**src/rtl/sic4_pkg.sv**
```systemverilog
// Shared definitions for the SIC-4 immediate path: extension modes, default
// widths and the chunk/operand width legality check.
package sic4_pkg;

  localparam logic EXT_ZERO = 1'b0;
  localparam logic EXT_SIGN = 1'b1;

  localparam int DEF_CHUNK_W = 2;
  localparam int DEF_OUT_W   = 8;

  // An operand must be built from a whole number of chunks, at least one of them.
  function automatic bit widths_ok(input int chunk_w, input int out_w);
    return (chunk_w >= 1) && (out_w >= chunk_w) && ((out_w % chunk_w) == 0);
  endfunction

endpackage

```
**src/rtl/var_extender.sv**
```systemverilog
// Combinational extender: keeps the low n_bits of acc and fills the bits above
// with either zero or a copy of bit n_bits-1.
module var_extender
  import sic4_pkg::*;
#(
  parameter int OUT_W = DEF_OUT_W,
  parameter int NB_W  = $clog2(OUT_W + 1)
) (
  input  logic [OUT_W-1:0] acc,
  input  logic [NB_W-1:0]  n_bits,
  input  logic             mode,
  output logic [OUT_W-1:0] ext
);

  logic sign;

  // The sign bit is found by position search so n_bits == 0 never indexes out of range.
  always_comb begin
    sign = 1'b0;
    for (int i = 0; i < OUT_W; i++) begin
      if (n_bits == NB_W'(i + 1)) sign = acc[i];
    end
    ext = acc;
    for (int i = 0; i < OUT_W; i++) begin
      if (NB_W'(i) >= n_bits) ext[i] = (mode == EXT_SIGN) & sign;
    end
  end

endmodule

```
**src/rtl/imm_prefix_extender.sv**
```systemverilog
// Accumulates prefix-instruction immediate chunks (MS chunk first) into one
// operand, extends it and presents it to execute over a valid/ready handshake.
module imm_prefix_extender
  import sic4_pkg::*;
#(
  parameter int CHUNK_W = DEF_CHUNK_W,
  parameter int OUT_W   = DEF_OUT_W
) (
  input  logic               clk,
  input  logic               rst,
  input  logic               in_valid,
  output logic               in_ready,
  input  logic [CHUNK_W-1:0] in_chunk,
  input  logic               in_last,
  input  logic               in_mode,
  output logic               out_valid,
  input  logic               out_ready,
  output logic [OUT_W-1:0]   out,
  output logic               out_ovf
);

  localparam int MAX_CHUNKS = OUT_W / CHUNK_W;
  localparam int CNT_W      = $clog2(MAX_CHUNKS + 1);
  localparam int NB_W       = $clog2(OUT_W + 1);
  localparam logic [CNT_W-1:0] CNT_MAX = CNT_W'(MAX_CHUNKS);

  if (!widths_ok(CHUNK_W, OUT_W)) begin : g_bad_widths
    $error("imm_prefix_extender: OUT_W must be a non-zero multiple of CHUNK_W");
  end

  logic [OUT_W-1:0]         acc;
  logic [CNT_W-1:0]         cnt;
  logic                     ovf_sticky;

  logic                     accept;
  logic                     pop;
  logic [OUT_W+CHUNK_W-1:0] acc_wide;
  logic [OUT_W-1:0]         acc_next;
  logic [CNT_W-1:0]         cnt_next;
  logic                     ovf_next;
  logic [NB_W-1:0]          n_bits;
  logic [OUT_W-1:0]         ext_val;

  // A held, unconsumed result blocks new chunks so a partial immediate stays frozen.
  assign in_ready = !rst && !(out_valid && !out_ready);
  assign accept   = in_valid && in_ready;
  assign pop      = out_valid && out_ready;

  always_comb begin
    acc_wide = {acc, in_chunk};
    acc_next = acc_wide[OUT_W-1:0];
    cnt_next = (cnt == CNT_MAX) ? cnt : cnt + CNT_W'(1);
    ovf_next = ovf_sticky | (cnt == CNT_MAX);
    n_bits   = NB_W'(int'(cnt_next) * CHUNK_W);
  end

  var_extender #(
    .OUT_W (OUT_W),
    .NB_W  (NB_W)
  ) u_ext (
    .acc    (acc_next),
    .n_bits (n_bits),
    .mode   (in_mode),
    .ext    (ext_val)
  );

  // A last chunk both loads the result and wipes the accumulator, so a pop in the
  // same edge simply sees out_valid stay high with the new operand.
  always_ff @(posedge clk) begin
    if (rst) begin
      acc        <= '0;
      cnt        <= '0;
      ovf_sticky <= 1'b0;
      out        <= '0;
      out_ovf    <= 1'b0;
      out_valid  <= 1'b0;
    end else if (accept && in_last) begin
      out        <= ext_val;
      out_ovf    <= ovf_next;
      out_valid  <= 1'b1;
      acc        <= '0;
      cnt        <= '0;
      ovf_sticky <= 1'b0;
    end else begin
      if (accept) begin
        acc        <= acc_next;
        cnt        <= cnt_next;
        ovf_sticky <= ovf_next;
      end
      if (pop) out_valid <= 1'b0;
    end
  end

endmodule

```
**config.mk**
```make
export PLATFORM = sky130hd
export DESIGN_NAME = imm_prefix_extender
export DESIGN_NICKNAME = d
export VERILOG_FILES = /design/src/rtl/sic4_pkg.sv /design/src/rtl/var_extender.sv /design/src/rtl/imm_prefix_extender.sv
export SDC_FILE = /design/constraint.sdc
export NUM_CORES = 1
export LEC_CHECK = 0
export ABC_AREA = 1
export CORE_AREA = 2 2 67 69
export CTS_CLUSTER_DIAMETER = 60
export DETAILED_ROUTE_END_ITERATION = 6
export DIE_AREA = 0 0 69 71
export RECOVER_POWER = 25
export SLEW_MARGIN = 20
export SYNTH_ARGS = -nofsm -noshare
export SYNTH_HDL_FRONTEND = slang
export SYNTH_SLANG_ARGS = --single-unit
```
**constraint.sdc**
```tcl
create_clock -name clk -period 2 [get_ports clk]
set_clock_uncertainty 0.05 [all_clocks]
set_input_delay 0.4 -clock clk [delete_from_list [all_inputs] [get_ports clk]]
set_output_delay 0.4 -clock clk [all_outputs]
set_load 0.005 [all_outputs]
```
* Word level (Yosys, flattened, before mapping)
Index checks and enable logic that the tools add are counted.
** Word-level totals
- Register bits :: 20
- Bits in latches :: 0
- Memory bits (writable) :: 0
- Bits in read-only memories :: 0
- Input port bits :: 8
- Output and inout port bits :: 11
- Word-level logic and storage cells :: 47
- Memories kept :: 0
** Cells by class
- Add/subtract/negate cells :: 1
- $mul :: 0
- Divide/modulo/power cells :: 0
- Order comparisons :: 8
- Eq/ne operators :: 5
- Shift operators :: 0
- Muxes and demuxes :: 15
- Bitwise operators :: 2
- Reduce and logical (&&, ||, !) cells :: 10
** Operators with widths (number)
- 3-bit by 4-bit greater-or-equal comparator with 1-bit output (first input constant) :: 4
- 1-bit two-way mux :: 14
- 1-bit by 4-bit greater-or-equal comparator with 1-bit output (first input constant) :: 2
- 2-bit by 4-bit greater-or-equal comparator with 1-bit output (first input constant) :: 2
- 3-bit by 2-bit == test with 1-bit output (second input constant) :: 2
- 3-bit == test (second input constant) :: 2
- 1-bit logical AND :: 5
- 3-bit by 1-bit adder with 3-bit output (second input constant) :: 1
- 3-bit by 1-bit == test with 1-bit output (second input constant) :: 1
- 1-bit logical NOT :: 3
- 3-bit two-way mux :: 1
- 2-bit nonzero test :: 1
- 2-bit OR reduction :: 1
- 1-bit AND :: 1
- 1-bit bitwise OR :: 1

* Depth between registers and ports, before layout
- Depth after elaboration :: 9
- Mapped depth :: 14
- Depth with buffers taken out :: 14

* Cells and area by module
From an unflattened synthesis, not the netlist that was laid out.
** Second synthesis, totals
- Cell total of the unflattened synthesis :: 201
- Area total of the unflattened synthesis :: 1231.2 um^2
** By module, submodules not included
- imm_prefix_extender :: instances 1, cells each 142, area each 968.4 um^2, sequential area each 400.4 um^2
- var_extender :: instances 1, cells each 59, area each 262.8 um^2, sequential area each 0.0 um^2

* Worst setup path before layout
Ideal clock, no wire load.
- Path kind :: register -> register
- From :: reg cnt[0]
- To :: reg out[5]
- Library setup time :: 112 ps
- Arrival time :: 1478 ps
- Required time :: 1838 ps
- Setup slack :: 360 ps
- Stages on the path, launching flop included :: 13
- Path buffers :: 0
- Period minus slack after synthesis :: 1640 ps
- Cells stage by stage :: dfxtp_1 > inv_1 > ha_1 > nand2_2 > nand2_1 > nand2_1 > nand3_1 > o21ai_0 > inv_1 > nand2_1 > nand2_1 > nand2_1 > nand2_1
** Between the ends
- Word-level cells in the longest chain between the ends :: 9
- Elaborated cells between the ends (all ways) :: 14
- Classes of those cells :: add/sub: 1; order compare: 1; eq/ne: 5; mux: 6; bitwise: 1
** Ends and longest elaborated chain
- from (decl) :: RTL line imm_prefix_extender.sv:32 : logic [CNT_W-1:0] cnt;
- from (signal assigned) :: RTL line imm_prefix_extender.sv:87 : cnt <= cnt_next;
- 3-bit by 1-bit adder with 3-bit output / 3-bit == test (equally long branches) :: RTL line imm_prefix_extender.sv:52 : cnt_next = (cnt == CNT_MAX) ? cnt : cnt + CNT_W'(1);
- 3-bit two-way mux * :: RTL line imm_prefix_extender.sv:52
- 3-bit by 1-bit == test with 1-bit output :: RTL line var_extender.sv:21 : if (n_bits == NB_W'(i + 1)) sign = acc[i];
- 1-bit two-way mux (4 in a row) :: RTL line var_extender.sv:21
- 1-bit AND :: RTL line var_extender.sv:25 : if (NB_W'(i) >= n_bits) ext[i] = (mode == EXT_SIGN) & sign;
- 1-bit two-way mux * :: RTL line var_extender.sv:25
- to (signal assigned) :: RTL line imm_prefix_extender.sv:78 : out <= ext_val;
- to (decl) :: RTL line imm_prefix_extender.sv:18 : output logic [OUT_W-1:0] out,
Every way passes the cells marked *; elsewhere a longest branch is shown, timed or not.
A chain may end at the register's enable or synchronous reset.

* Final worst setup path
- From :: in out_ready
- To :: out in_ready
** Between the ends
- Word-level cells in the longest chain between the ends :: 4
** Ends and longest elaborated chain
- from (decl) :: RTL line imm_prefix_extender.sv:17 : input logic out_ready,
- 1-bit logical NOT :: RTL line imm_prefix_extender.sv:45 : assign in_ready = !rst && !(out_valid && !out_ready);
- 1-bit logical AND :: RTL line imm_prefix_extender.sv:45
- 1-bit logical NOT :: RTL line imm_prefix_extender.sv:45
- 1-bit logical AND :: RTL line imm_prefix_extender.sv:45
- to (decl) :: RTL line imm_prefix_extender.sv:12 : output logic in_ready,
Every way passes these cells.

==> tab_implementation.tex <==
\begin{tabular}{lr}
\hline
Metric & Value \\
\hline
\multicolumn{2}{l}{\textbf{Clocking}} \\
Level count of the clock H-tree & 1 \\
CTS sink count & 20 \\
Root buffer cell & sky130\_fd\_sc\_hd\_\_clkbuf\_8 \\
Clock input transition at the sequential cells of the worst setup and hold paths & 0.07 ns \\
Count of hold buffers inserted by post-cts repair & 0 \\
Post-CTS setup buffer count & 0 \\
Insertion delay of the later-clocked pin in the worst-skew pair & 0.27 ns \\
Cts bufs inserted & 3 \\
Maximum clock path buffer count & 2 \\
Post-cts sizing count & 1 \\
CTS tree & built \\
\multicolumn{2}{l}{\textbf{Drt}} \\
Total routed wire length on the met1 layer & 1120 um \\
Highest metal layer used by the detailed router & met4 \\
Average detailed-routed wire length per instance & 10.2 um \\
Via density & 4.26 \\
Drc violations & 0 \\
DR iter-0 viols & 27 \\
Met3 WL & 68 um \\
First-pass iteration count of the detailed router & 4 \\
Routed wl met2 & 1070 um \\
Total via count after detailed routing & 963 \\
Number of routed nets with antenna violations & 0 \\
Wire length after detailed routing & 2300 um \\
\multicolumn{2}{l}{\textbf{Power and ir drop}} \\
Worst vdd ir & 0.329 mV \\
Leak Pwr & 0.670 nW \\
Total design power & 0.966 mW \\
Power density normalized to cell area & 707 mW/mm\^{}2 \\
\multicolumn{2}{l}{\textbf{Placement}} \\
Pre-CTS setup slack & -0.00965 ns \\
Final estimated routing congestion in global placement & 0.863 \\
Detail Placement HPWL & 1790 um \\
Count of buffers inserted at the top-level ports & 18 \\
\multicolumn{2}{l}{\textbf{Global routing}} \\
Global routing usage summed across all routing layers & 9.72\% \\
Grt total ovfl & 0 \\
Global-route wire length before repair & 3850 um \\
Initial antenna violation count & 0 \\
Vias in the first global route & 893 \\
Pin count of the biggest net entering global routing & 13 \\
\multicolumn{2}{l}{\textbf{Layout}} \\
Diode count & 0 \\
Layout Area Growth over Synthesis & 33.7\% \\
Fraction of layout instances using a drive strength above 1 & 12.1\% \\
Core occupancy in the finished layout & 32.5\% \\
Final net count & 187 \\
\multicolumn{2}{l}{\textbf{Synthesis}} \\
Post-synth EDFFs & 0 \\
Portion of the post-synthesis area used by sequential elements & 39.2\% \\
Mapped Area & 0.00102 sq mm \\
Most used DFF post-synth & sky130\_fd\_sc\_hd\_\_dfxtp\_1 \\
Gate Count Post-Synth & 148 \\
Average cell area after synthesis & 6.91 sq um \\
Async set-reset flop share out of synthesis & 0\% \\
Syn Nets & 160 \\
Total of flip-flops plus latches after synthesis & 20 \\
Syn. warnings & 0 \\
Library cells used by synthesis & 19 \\
\multicolumn{2}{l}{\textbf{Die}} \\
Standard-cell row count & 24 \\
Die height & 71 um \\
Starting utilization of the core area & 24.3\% \\
Core ar. & 0.00420 sq mm \\
I/O pin count & 19 \\
Total Die Area & 0.00490 sq mm \\
Horizontal die dimension & 69 um \\
\multicolumn{2}{l}{\textbf{Setup path}} \\
Data required time at the worst endpoint & 1.55 ns \\
FF-to-FF path depth & 12 \\
End point of the critical path & in\_ready \\
Slowest stage delay, CP & 0.45 ns \\
Library cell contributing the largest single delay on the critical path & sky130\_fd\_sc\_hd\_\_clkdlybuf4s50\_1 \\
Critical path, cell by cell & clkdlybuf4s50\_1 > inv\_1 > a21oi\_1 > dlygate4sd2\_1 \\
Nature of the critical path endpoint & output pin \\
CP Data Arrival Time & 1.31 ns \\
Slack of the worst reg-to-reg path & 0.26 ns \\
Category of the most critical setup path & primary input to output pin \\
Worst Path Max Fanout & 2 \\
Startpoint of the lowest-slack register-to-register path & cnt[1]\$\_SDFFE\_PP0P\_ \\
CP startpoint kind & primary input \\
Capture point of the worst reg-to-reg path & out[5]\$\_SDFFE\_PP0P\_ \\
CP startpoint & out\_ready \\
\multicolumn{2}{l}{\textbf{Run}} \\
Number of violations of the max-capacitance limit & 0 \\
\multicolumn{2}{l}{\textbf{Hold path}} \\
Launch instance of the worst min-delay path & out[5]\$\_SDFFE\_PP0P\_ \\
Class of the tightest hold or removal check & flop to flop \\
\multicolumn{2}{l}{\textbf{STA}} \\
Minimum clock period & 1.76 ns \\
Final setup slack of the worst path & 0.240 ns \\
Setup TNS & 0 ns \\
Share of the clock period used by the worst path after layout & 88.0\% \\
Highest achievable clock rate & 0.568 GHz \\
Final Max Slew Viols & 0 \\
Final setup violation count & 0 \\
Hold violation count in the final report & 0 \\
Worst slew margin relative to its limit & 80.8\% \\
RSZ-0062 raised after global routing & false \\
Actual transition at the worst max-transition pin & 0.288 ns \\
\multicolumn{2}{l}{\textbf{Run status}} \\
Result of the run & completed \\
\hline
\end{tabular}
Yosys cell counts, types with 3 or more instances:
library cell / count / share of area (%)
sky130_fd_sc_hd__nand2_1: 39 / 14
sky130_fd_sc_hd__inv_2: 3 / 1.1
sky130_fd_sc_hd__ha_1: 4 / 4.9
sky130_fd_sc_hd__o21ai_0: 15 / 7.3
sky130_fd_sc_hd__a21oi_1: 17 / 8.3
sky130_fd_sc_hd__dfxtp_1: 20 / 39
sky130_fd_sc_hd__nand3_1: 9 / 4.4
sky130_fd_sc_hd__inv_1: 24 / 8.8
sky130_fd_sc_hd__nand2_2: 5 / 3.1
sky130_fd_sc_hd__nor2_1: 3 / 1.1
critical path: cells and delay by family:
kind                   cells  cell delay, ns
AOI/OAI and AO/OA          1            0.15
buffers and inverters      3            0.76
logic make-up (layout without fill, tap and decap cells):
logic type | Yosys count | after routing | share of synthesized area, %
simple gates | 60 | 60 | 27.0
compound gates | 35 | 35 | 17.9
buf+inv | 29 | 55 | 11.0
flops | 20 | 20 | 39.2
fa+ha+maj | 4 | 4 | 4.90
sequential cells by signal, summed over array words and instances (netlist names):
name and cells:
acc 6, cnt 3, out 8, out_ovf 1, out_valid 1, ovf_sticky 1
through the flow:
step	area (sq um)	hold WS [ns]	std cells
floorplan	1020	0.396	148
global route	1370	0.443	226
finish	1370	0.404	226
CTS	1370	0.410	226
detailed placement	1300	0.397	222
global placement	1300	0.398	222
routing by layer:
metal,vias to the layer above,track usage [%]
li1,525,-
met1,422,12.1
met2,11,16.2
met3,5,2.28
met4,0,3.92
met5,-,0
power by group:
part	internal, mW	leakage, nW	switching, mW
Sequential	0.412	0.163	0.00797
Combinational	0.0609	0.472	0.0720
Clock	0.268	0.0357	0.146
how the worst min path moves through the flow:
stage | end | slack (ns) | cells past startpoint
after detailed placement | out[5]$_SDFFE_PP0P_ | 0.40 | 2
after global routing | out[4]$_SDFFE_PP0P_ | 0.44 | 2
after global placement | out[5]$_SDFFE_PP0P_ | 0.40 | 2
after CTS | out[5]$_SDFFE_PP0P_ | 0.41 | 2
after floorplan | out[4]$_SDFFE_PP0P_ | 0.40 | 2
final | out[5]$_SDFFE_PP0P_ | 0.40 | 2
area by class of cell:
cell class | instances | area [sq um]
clock buffers | 3 | 41.3
fillers | 481 | 2840
inverters | 28 | 108
well taps | 52 | 65.1
flip-flops and latches | 20 | 400
clock inverters | 1 | 30.0
repair buffers | 23 | 216
multi-input cells | 99 | 505
cell usage in the layout, fill, tap and decap left out, drive strengths merged, types with 3 or more instances in the layout:
cell type      count
inv               28
o21ai             17
nand3              9
buf                5
nor2               4
dlygate4sd3        6
a21oi             18
ha                 4
nand2             45
dfxtp             20
clkdlybuf4s50     11
clkbuf             3
(Power assumes the default switching activity.)
